### src/rtl/ex_div_if.sv
// ex_div_if: request/response bundle between the execute stage and the divider
// Signals (named from the divider's point of view):
//   i_start, i_alu_ctrl, i_dividend, i_divisor, i_rd_addr, i_flush  -> into the divider
//   o_busy, o_valid, o_result, o_rd_addr                            <- out of the divider
// Modports: master = pipeline side, slave = divider side.
interface ex_div_if #(
    parameter int DATA_W = 32
);
    logic              i_start;
    logic [4:0]        i_alu_ctrl;
    logic [DATA_W-1:0] i_dividend;
    logic [DATA_W-1:0] i_divisor;
    logic [4:0]        i_rd_addr;
    logic              i_flush;
    logic              o_busy;
    logic              o_valid;
    logic [DATA_W-1:0] o_result;
    logic [4:0]        o_rd_addr;

    modport master (
        output i_start, i_alu_ctrl, i_dividend, i_divisor, i_rd_addr, i_flush,
        input  o_busy, o_valid, o_result, o_rd_addr
    );

    modport slave (
        input  i_start, i_alu_ctrl, i_dividend, i_divisor, i_rd_addr, i_flush,
        output o_busy, o_valid, o_result, o_rd_addr
    );
endinterface

### src/rtl/ex_div.sv
// ex_div: multi-cycle RV32M DIV/DIVU/REM/REMU unit, radix-2 restoring, one quotient bit per cycle
// Ports:
//   clk     rising-edge clock
//   rst     asynchronous active-high reset
//   io_div  ex_div_if.slave: start/op/operands/rd/flush in; busy/valid/result/rd out
// busy is high in CALC (pipeline stall), valid pulses for the single DONE cycle.
// result and rd_addr are updated only on entry to DONE and held otherwise.
// Op codes are parameters so they can be bound to the decoder's encoding.
module ex_div #(
    parameter int         DATA_W  = 32,
    parameter logic [4:0] OP_DIV  = 5'd16,
    parameter logic [4:0] OP_DIVU = 5'd17,
    parameter logic [4:0] OP_REM  = 5'd18,
    parameter logic [4:0] OP_REMU = 5'd19
) (
    input logic    clk,
    input logic    rst,
    ex_div_if.slave io_div
);
    localparam int CNT_W = $clog2(DATA_W);

    typedef enum logic [1:0] {IDLE, CALC, DONE} state_t;

    state_t            r_state, w_next;
    logic [CNT_W-1:0]  r_cnt;
    logic [DATA_W-1:0] r_rem, r_quo, r_dvsr, r_result;
    logic              r_neg_q, r_neg_r, r_is_rem;
    logic [4:0]        r_rd_pend, r_rd_addr;

    logic              w_is_div, w_is_rem, w_signed, w_rem_op, w_legal;
    logic              w_a_neg, w_b_neg, w_div0, w_ovf, w_special, w_accept;
    logic [DATA_W-1:0] w_abs_a, w_abs_b, w_special_res;
    logic [DATA_W:0]   w_rem_sh;
    logic              w_ge;
    logic [DATA_W-1:0] w_rem_nx, w_quo_nx, w_q_fin, w_r_fin;

    assign w_is_div = io_div.i_alu_ctrl == OP_DIV;
    assign w_is_rem = io_div.i_alu_ctrl == OP_REM;
    assign w_signed = w_is_div | w_is_rem;
    assign w_rem_op = w_is_rem | (io_div.i_alu_ctrl == OP_REMU);
    assign w_legal  = w_signed | w_rem_op | (io_div.i_alu_ctrl == OP_DIVU);

    assign w_a_neg = w_signed & io_div.i_dividend[DATA_W-1];
    assign w_b_neg = w_signed & io_div.i_divisor[DATA_W-1];
    assign w_abs_a = w_a_neg ? -io_div.i_dividend : io_div.i_dividend;
    assign w_abs_b = w_b_neg ? -io_div.i_divisor : io_div.i_divisor;

    // Divide-by-zero and signed overflow bypass the iteration entirely.
    assign w_div0    = io_div.i_divisor == '0;
    assign w_ovf     = w_signed & (io_div.i_dividend == {1'b1, {(DATA_W-1){1'b0}}}) & (&io_div.i_divisor);
    assign w_special = w_div0 | w_ovf;
    assign w_special_res = w_div0 ? (w_rem_op ? io_div.i_dividend : '1)
                                  : (w_rem_op ? '0 : io_div.i_dividend);

    assign w_accept = (r_state != CALC) & io_div.i_start & w_legal & ~io_div.i_flush;

    // One restoring step; the shifted remainder needs one extra bit before the compare,
    // but the difference always fits back in DATA_W bits.
    assign w_rem_sh = {r_rem, r_quo[DATA_W-1]};
    assign w_ge     = w_rem_sh >= {1'b0, r_dvsr};
    assign w_rem_nx = w_ge ? w_rem_sh[DATA_W-1:0] - r_dvsr : w_rem_sh[DATA_W-1:0];
    assign w_quo_nx = {r_quo[DATA_W-2:0], w_ge};
    assign w_q_fin  = r_neg_q ? -w_quo_nx : w_quo_nx;
    assign w_r_fin  = r_neg_r ? -w_rem_nx : w_rem_nx;

    always_ff @(posedge clk or posedge rst) begin
        if (rst) r_state <= IDLE;
        else     r_state <= w_next;
    end

    always_comb begin
        w_next = io_div.i_flush ? IDLE
               : w_accept ? (w_special ? DONE : CALC)
               : (r_state == CALC) ? ((r_cnt == '0) ? DONE : CALC)
               : IDLE;
    end

    always_ff @(posedge clk or posedge rst) begin
        if (rst) begin
            r_cnt     <= '0;
            r_rem     <= '0;
            r_quo     <= '0;
            r_dvsr    <= '0;
            r_neg_q   <= 1'b0;
            r_neg_r   <= 1'b0;
            r_is_rem  <= 1'b0;
            r_rd_pend <= '0;
            r_result  <= '0;
            r_rd_addr <= '0;
        end else if (w_accept) begin
            r_cnt     <= CNT_W'(DATA_W-1);
            r_rem     <= '0;
            r_quo     <= w_abs_a;
            r_dvsr    <= w_abs_b;
            r_neg_q   <= w_a_neg ^ w_b_neg;
            r_neg_r   <= w_a_neg;
            r_is_rem  <= w_rem_op;
            r_rd_pend <= io_div.i_rd_addr;
            if (w_special) begin
                r_result  <= w_special_res;
                r_rd_addr <= io_div.i_rd_addr;
            end
        end else if (r_state == CALC && !io_div.i_flush) begin
            r_rem <= w_rem_nx;
            r_quo <= w_quo_nx;
            r_cnt <= r_cnt - 1'b1;
            if (r_cnt == '0) begin
                r_result  <= r_is_rem ? w_r_fin : w_q_fin;
                r_rd_addr <= r_rd_pend;
            end
        end
    end

    assign io_div.o_busy    = r_state == CALC;
    assign io_div.o_valid   = r_state == DONE;
    assign io_div.o_result  = r_result;
    assign io_div.o_rd_addr = r_rd_addr;
endmodule

### src/flat_wrapper.sv
// flat-port wrapper written by rule: the top's interface ports become plain ports
module ex_div_flat 
#(
    parameter int         DATA_W  = 32,
    parameter logic [4:0] OP_DIV  = 5'd16,
    parameter logic [4:0] OP_DIVU = 5'd17,
    parameter logic [4:0] OP_REM  = 5'd18,
    parameter logic [4:0] OP_REMU = 5'd19
)
  (clk, rst, io_div_i_start, io_div_i_alu_ctrl, io_div_i_dividend, io_div_i_divisor, io_div_i_rd_addr, io_div_i_flush, io_div_o_busy, io_div_o_valid, io_div_o_result, io_div_o_rd_addr);
  ex_div_if #(.DATA_W(DATA_W)) io_div_i ();
  input logic clk;
  input logic rst;
  input wire logic [$bits(io_div_i.i_start)-1:0] io_div_i_start;
  input wire logic [$bits(io_div_i.i_alu_ctrl)-1:0] io_div_i_alu_ctrl;
  input wire logic [$bits(io_div_i.i_dividend)-1:0] io_div_i_dividend;
  input wire logic [$bits(io_div_i.i_divisor)-1:0] io_div_i_divisor;
  input wire logic [$bits(io_div_i.i_rd_addr)-1:0] io_div_i_rd_addr;
  input wire logic [$bits(io_div_i.i_flush)-1:0] io_div_i_flush;
  output wire logic [$bits(io_div_i.o_busy)-1:0] io_div_o_busy;
  output wire logic [$bits(io_div_i.o_valid)-1:0] io_div_o_valid;
  output wire logic [$bits(io_div_i.o_result)-1:0] io_div_o_result;
  output wire logic [$bits(io_div_i.o_rd_addr)-1:0] io_div_o_rd_addr;
  assign io_div_i.i_start = io_div_i_start;
  assign io_div_i.i_alu_ctrl = io_div_i_alu_ctrl;
  assign io_div_i.i_dividend = io_div_i_dividend;
  assign io_div_i.i_divisor = io_div_i_divisor;
  assign io_div_i.i_rd_addr = io_div_i_rd_addr;
  assign io_div_i.i_flush = io_div_i_flush;
  assign io_div_o_busy = io_div_i.o_busy;
  assign io_div_o_valid = io_div_i.o_valid;
  assign io_div_o_result = io_div_i.o_result;
  assign io_div_o_rd_addr = io_div_i.o_rd_addr;
  ex_div #(.DATA_W(DATA_W), .OP_DIV(OP_DIV), .OP_DIVU(OP_DIVU), .OP_REM(OP_REM), .OP_REMU(OP_REMU)) u_core (.clk(clk), .rst(rst), .io_div(io_div_i));
endmodule
### config.mk
export PLATFORM = sky130hd
export DESIGN_NAME = ex_div_flat
export DESIGN_NICKNAME = d
export VERILOG_FILES = /design/src/rtl/ex_div_if.sv /design/src/rtl/ex_div.sv /design/src/flat_wrapper.sv
export SDC_FILE = /design/constraint.sdc
export NUM_CORES = 1
export LEC_CHECK = 0
export CORE_MARGIN = 1
export CORE_UTILIZATION = 40
export DETAILED_ROUTE_END_ITERATION = 12
export HOLD_SLACK_MARGIN = 0.15
export PLACE_DENSITY_LB_ADDON = 0.05
export SLEW_MARGIN = 15
export SYNTH_ARGS = -nofsm -noshare
export SYNTH_HDL_FRONTEND = slang
export SYNTH_SLANG_ARGS = --single-unit
### constraint.sdc
create_clock -name clk -period 5.8 [get_ports clk]
set_clock_uncertainty 0.05 [all_clocks]
set_input_delay 0.87 -clock clk [delete_from_list [all_inputs] [get_ports clk]]
set_output_delay 0.87 -clock clk [all_outputs]
set_load 0.005 [all_outputs]
Yosys cells after proc, flatten, opt, wreduce, memory -nomap -nowiden
Cells that the tools add are included.
{"block": "totals", "reg_bits": 148, "latch_bits": 0, "ramBits": 0, "romBits": 0, "in_bits": 78, "output_inout_bits": 39, "word_cells": 77, "mem_count": 0}
{"block": "classes", "add_sub_neg": 6, "multipliers": 0, "div_mod_pow": 0, "order_cmp": 1, "eq_ne": 9, "shift": 0, "mux": 28, "bitwise": 14, "n_reduce_logical": 8}
{"cell": "2-to-1 mux 32 bit", "count": 17}
{"cell": "negation 32 bit", "count": 4}
{"cell": ">= comparator 33 x 32 -> 1 bit", "count": 1}
{"cell": "equality test 32 bit (second input constant)", "count": 1}
{"cell": "zero test 32 bit", "count": 1}
{"cell": "AND reduction 32 bit", "count": 1}
{"cell": "subtractor 32 bit", "count": 1}
{"cell": "2-to-1 mux 5 bit", "count": 6}
{"cell": "equality test 5 bit (second input constant)", "count": 4}
{"cell": "2-to-1 mux 2 bit", "count": 5}
{"cell": "bitwise AND 1 bit", "count": 7}
{"cell": "zero test 5 bit", "count": 1}
{"cell": "bitwise OR 1 bit", "count": 5}
{"cell": "subtractor 5 x 1 -> 5 bit (second input constant)", "count": 1}
{"cell": "inequality test 2 x 1 -> 1 bit (second input constant)", "count": 2}
{"cell": "nonzero test 2 bit", "count": 2}
{"cell": "AND reduction 3 bit", "count": 1}
{"cell": "equality test 2 x 1 -> 1 bit (second input constant)", "count": 1}
{"cell": "equality test 2 bit (second input constant)", "count": 1}
{"cell": "logical AND 1 bit", "count": 1}
{"cell": "zero test 1 bit", "count": 1}
{"cell": "NOT 1 bit", "count": 1}
{"cell": "XOR 1 bit", "count": 1}

Longest topological paths before layout
{"block": "depth", "depth_word": 8, "depth_mapped": 24, "ltp_nobuf": 21}

Worst setup path after synthesis
Ideal clock, no wire load.
{"block": "synth_path", "path_type": "reg-to-reg", "start": "reg u_core.r_rem[24]", "end": "reg u_core.r_result[30], in the netlist u_core.io_div.o_result[30]", "setup_ps": 128, "arrival_ps": 4704, "required_ps": 5622, "path_slack_ps": 918, "stages_incl_launch_ff": 23, "n_path_buf": 3, "period_less_slack_ps": 4882, "cell_sequence": "dfrtp_1 > ha_1 > buf_2 > nand2_1 > or3_1 > nor4_1 > o21ai_1 > nand2_1 > buf_2 > clkbuf_1 > nand2_1 > o21ai_0 > ha_1 > inv_1 > nor2_1 > nand4_1 > nor3b_1 > o2111ai_1 > a21boi_1 > or3_4 > o41ai_2 > xor2_1 > a21oi_1"}
{"block": "synth_via", "elab_chain_cells": 8, "word_cells_on_any_way": 11, "cone_classes": "add/sub (3); order compare (1); mux (7)"}
{"element": "from (decl)", "line": "ex_div.sv:26", "rtl": "logic [DATA_W-1:0] r_rem, r_quo, r_dvsr, r_result;"}
{"element": "from (signal assigned)", "line": "ex_div.sv:104", "rtl": "r_rem <= w_rem_nx;"}
{"element": "subtractor 32 bit / >= comparator 33 x 32 -> 1 bit (equally long branches)", "line": "ex_div.sv:61, ex_div.sv:60"}
{"element": "2-to-1 mux 32 bit", "line": "ex_div.sv:61", "rtl": "assign w_rem_nx = w_ge ? w_rem_sh[DATA_W-1:0] - r_dvsr : w_rem_sh[DATA_W-1:0];"}
{"element": "negation 32 bit", "line": "ex_div.sv:64", "rtl": "assign w_r_fin = r_neg_r ? -w_rem_nx : w_rem_nx;"}
{"element": "2-to-1 mux 32 bit", "line": "ex_div.sv:64"}
{"element": "2-to-1 mux 32 bit (*)", "line": "ex_div.sv:108", "rtl": "r_result <= r_is_rem ? w_r_fin : w_q_fin;"}
{"element": "2-to-1 mux 32 bit (*)", "line": "ex_div.sv:107", "rtl": "if (r_cnt == '0) begin"}
{"element": "2-to-1 mux 32 bit (*)", "line": "ex_div.sv:103", "rtl": "end else if (r_state == CALC && !io_div.i_flush) begin"}
{"element": "2-to-1 mux 32 bit (*)", "line": "ex_div.sv:90", "rtl": "end else if (w_accept) begin"}
{"element": "to (signal assigned)", "line": "ex_div.sv:100", "rtl": "r_result <= w_special_res;"}
{"element": "to (signal assigned)", "line": "ex_div.sv:108"}
{"element": "to (decl)", "line": "ex_div.sv:26"}
Mark *: on every way between the ends. The rest lies on a longest branch, timed or not. The select of a mux whose other input is x is not followed.
A chain may end at the register's enable or synchronous reset.

Worst setup path after layout
{"block": "layout_path", "start": "reg u_core.r_dvsr[27]", "end": "reg u_core.r_result[30], in the netlist u_core.io_div.o_result[30]"}
{"block": "layout_via", "elab_chain_cells": 8, "word_cells_on_any_way": 11, "cone_classes": "add/sub (3); order compare (1); mux (7)"}
{"element": "from (decl)", "line": "ex_div.sv:26"}
{"element": "from (signal assigned)", "line": "ex_div.sv:94", "rtl": "r_dvsr <= w_abs_b;"}
{"element": "subtractor 32 bit / >= comparator 33 x 32 -> 1 bit (equally long branches)", "line": "ex_div.sv:61, ex_div.sv:60"}
{"element": "2-to-1 mux 32 bit", "line": "ex_div.sv:61"}
{"element": "negation 32 bit", "line": "ex_div.sv:64"}
{"element": "2-to-1 mux 32 bit", "line": "ex_div.sv:64"}
{"element": "2-to-1 mux 32 bit (*)", "line": "ex_div.sv:108"}
{"element": "2-to-1 mux 32 bit (*)", "line": "ex_div.sv:107"}
{"element": "2-to-1 mux 32 bit (*)", "line": "ex_div.sv:103"}
{"element": "2-to-1 mux 32 bit (*)", "line": "ex_div.sv:90"}
Marks and branches as above.

==> results.toml <==
[clock_tree]
cts_resized = 0
clkTransAtPathRegs_ps = 70
cts_tree = "yes"
ctsRootBufferMaster = "clkbuf_16"
cts_buffers = 17
clk_latency_ps = 440
cts_setup_buffers = 0
cts.sinks = 148
cts.path.max_buffers = 2
hold_buffers = 0
htree_levels = 4

[power]
p_total_mw = 6.55
irDropWorstVdd_mv = 0.280
power_density_nw_per_um2 = 469
cellLeakagePower_nw = 5.61

[global_routing]
grt_overflow_total = 0
grt_max_degree = 70
grt_pass1_vias = 11100
grt_pass1_wl_mm = 63.5
grt_use_total_pct = 26.9
antenna_found_initial = 1

[logic_synthesis]
synth_seq_cells = 148
synth-edff-count = 0
async_flop_share_pct = 100
synth-seq-area-share_pct = 31.4
synthesis.nets = 1609
synth_top_area_cell = "dfrtp_1"
ys_types = 86
ys.flop_type = "dfrtp_1"
yosysWarnings = 0
netlist_instances = 1492
mappedNetlistArea_um2 = 11800
avgSynthCellArea_um2 = 7.91
synth_area_leaders = "dfrtp_1 (31%), o21ai_0 (7.5%), nand2_1 (6.1%)"
synth_top_cell_area_share_pct = 31.4

[timing]
fmax_mhz = 189
setup-tns-final_ps = 0
period_share_pct = 91.0
drv_slew = 0
hold_viol_final = 0
rsz0062_at_grt = "no"
max-slew-margin-rel_pct = 32.3
setup_viol = 0
fin_crit_ps = 5280
tightest_slew_ps = 1010

[die]
core_area_um2 = 28900
placementRows = 62
dieArea_um2 = 30200
dieHeight_um = 174
initial_core_util_pct = 40.9
num_io_pins = 117
fp.dieW_um = 174

[finish]
nets = 1684
drive_gt1_share_pct = 5.89
area_growth_pct = 18.4
n_antenna_cell = 0
n_fill_cell = 2925
fin_area_um2 = 14000

[status]
run_status = "finished, final reports clean"

[critical_path]
required_ps = 6060
crit_fanout = 8
path_class = "flop to flop"
start_kind = "flop"
reg2regPathDepth = 20
worstPathArrival_ps = 5540
setup.worst_path.end_class = "flop"
worst_path_largest_cell_delay_ps = 470
critPathSlowestCell = "or3_4"
worstPathCellList = "inv_1 > ha_1 > nand2_1 > or3_1 > nor4_1 > o21ai_1 > nand2_2 > clkinv_1 > mux2i_1 > ha_1 > inv_1 > nor2_1 > nand4_1 > nor3b_1 > o2111ai_1 > a21boi_1 > or3_4 > o41ai_2 > xor2_1 > a21oi_1"
rrSetupSlack_ps = 520
r2r_start = "u_core.r_dvsr[27]$_DFFE_PP0P_"
worstReg2RegEnd = "u_core.io_div.o_result[30]$_DFFE_PP0P_"

[worst_hold_path]
worstHoldStart = "u_core.r_rd_pend[0]$_DFFE_PP0P_"
holdPathStages = 2
hp-class = "flop to flop"
hold_end = "u_core.r_rd_pend[0]$_DFFE_PP0P_"

[placement]
dp_hpwl_mm = 30.0
port_buffers = 116
routabilityCongestion = 0.884
post_dp_cell_area_um2 = 13300

[drt]
ant_nets = 0
vias_per_cell = 5.77
drc = 0
drtIter0Drc = 817
num_vias = 11300
routed_wl_mm = 40.0
detail_route.wl_per_cell_um = 20.4
dr.pass1.iters = 5

[flow_run]
drv_cap = 0
-- metrics by stage --
| stage | hold slack, ps | setup WS (ps) | utilization, % | instances |
|---|---|---|---|---|
| 6_report | 421 | 522 | 48.4 | 1963 |
| 5_1_grt | 442 | 0.0204 | 48.4 | 1963 |
| 4_1_cts | 426 | 565 | 48.4 | 1963 |
| 3_5_place_dp | 407 | 614 | 46.2 | 1932 |
| 3_3_place_gp | 404 | 683 | 46.2 | 1932 |
| 2_1_floorplan | 386 | 900 | - | 1492 |
-- cell usage after synthesis (4+ instances only) --
| cell type | n |
|---|---|
| o41ai_1 | 10 |
| xnor2_1 | 72 |
| a31oi_1 | 10 |
| nor2b_1 | 6 |
| inv_1 | 55 |
| a2bb2oi_1 | 4 |
| o22a_1 | 4 |
| o21a_1 | 15 |
| mux2i_1 | 21 |
| a21o_1 | 14 |
| dfrtp_1 | 148 |
| xor2_1 | 70 |
| ha_1 | 38 |
| and2_1 | 4 |
| a22oi_1 | 32 |
| or3_1 | 24 |
| a211o_1 | 5 |
| nor4_1 | 16 |
| o22ai_1 | 7 |
| o21ai_0 | 177 |
| nor2_1 | 120 |
| mux2_2 | 6 |
| nand4_1 | 19 |
| nand3_1 | 20 |
| nand2b_1 | 13 |
| nor3_1 | 31 |
| a21boi_0 | 5 |
| o221ai_1 | 8 |
| buf_2 | 10 |
| or4_1 | 10 |
| o31ai_1 | 25 |
| a21oi_1 | 105 |
| buf_1 | 5 |
| or2_2 | 5 |
| a211oi_1 | 13 |
| o211ai_1 | 19 |
| nand2_1 | 191 |
| a22o_1 | 4 |
| a221oi_1 | 4 |
| o21ai_1 | 6 |
| clkbuf_1 | 72 |
| o2111ai_1 | 4 |
-- cell usage in the layout (no fill, tap or decap), types with 6 or more instances in the layout --
cell type,count
a211oi_1,13
a31oi_1,10
nand4_1,19
clkbuf_16,17
nor4_1,16
inv_1,54
a21oi_1,105
mux2_2,6
clkdlybuf4s50_1,116
or4_1,10
dfrtp_1,148
o22ai_1,7
o21ai_1,6
o21a_1,15
o21ai_0,177
nand2_1,190
nand2b_1,13
a21o_1,13
or2_2,6
o221ai_1,8
mux2i_1,21
buf_4,26
nor2b_1,6
xnor2_1,72
xor2_1,70
nor2_1,119
o31ai_1,25
nor3_1,30
o211ai_1,19
a22oi_1,32
nand3_1,20
or3_1,23
o41ai_1,10
ha_1,38
-- area by class of cell --
| type | instances | area, um2 | share of cell area (%) |
|---|---|---|---|
| clock inverter | 12 | 180 | 1.29 |
| timing repair buffer | 143 | 1380 | 9.86 |
| clock buffer | 19 | 443 | 3.17 |
| inverter | 59 | 226 | 1.62 |
| multi-input combinational | 1198 | 7550 | 54.1 |
| tap | 384 | 480 | 3.44 |
| sequential | 148 | 3700 | 26.5 |
-- critical path, delay by kind of cell (launching register included) --
family | cells | cell delay, ps
compound gates | 5 | 1100
xor+xnor | 1 | 190
fa+ha+maj | 2 | 650
buf+inv | 3 | 250
flops | 1 | 340
mux | 1 | 310
simple gates | 8 | 2260
-- sequential cells by signal (all words and copies together) (netlist names) --
register,count
u_core.r_quo,32
u_core.r_neg_q,1
u_core.r_neg_r,1
u_core.io_div.o_result,32
u_core.r_is_rem,1
u_core.r_cnt,5
u_core.r_rem,32
u_core.io_div.o_rd_addr,5
u_core.r_dvsr,32
u_core.r_rd_pend,5
u_core.r_state,2
-- power breakdown --
part | switching [mW] | total [mW] | internal, mW
combinational | 2.26 | 3.75 | 1.48
sequential | 0.282 | 1.59 | 1.31
clock | 0.484 | 1.22 | 0.731
total | 3.03 | 6.55 | 3.52
-- routing by layer --
metal | global-route usage (%) | wire length [um] | up-vias
met5 | 0 | 0 | -
met4 | 8.30 | 846 | 0
met3 | 4.08 | 1870 | 48
met2 | 43.1 | 18500 | 301
met1 | 37.2 | 18800 | 5440
li1 | - | - | 5541
-- cells by family after synthesis --
logic type / Yosys count / synth area share [%]
adders and majority gates: 40 / 4.28
and+or+nand+nor: 486 / 19.5
xor gates and xnor gates: 143 / 10.7
AOI/OAI and AO/OA: 501 / 26.9
buffers and inverters: 146 / 4.75
muxes: 28 / 2.45
DFF: 148 / 31.4
-- worst max path at each step --
stage | from | to | slack [ps] | cells past startpoint
global route | u_core.r_dvsr[27]$_DFFE_PP0P_ | u_core.io_div.o_result[26]$_DFFE_PP0P_ | 0.02 | 20
floorplan | rst | u_core.io_div.o_rd_addr[0]$_DFFE_PP0P_ | 900 | 1
detailed placement | u_core.r_rem[2]$_DFFE_PP0P_ | u_core.io_div.o_result[26]$_DFFE_PP0P_ | 610 | 20
global placement | u_core.r_rem[11]$_DFFE_PP0P_ | u_core.io_div.o_result[26]$_DFFE_PP0P_ | 680 | 20
CTS | u_core.r_dvsr[27]$_DFFE_PP0P_ | u_core.io_div.o_result[30]$_DFFE_PP0P_ | 560 | 20
finish | u_core.r_dvsr[27]$_DFFE_PP0P_ | u_core.io_div.o_result[30]$_DFFE_PP0P_ | 520 | 20
Note: power is estimated with default switching activity, not from simulation.
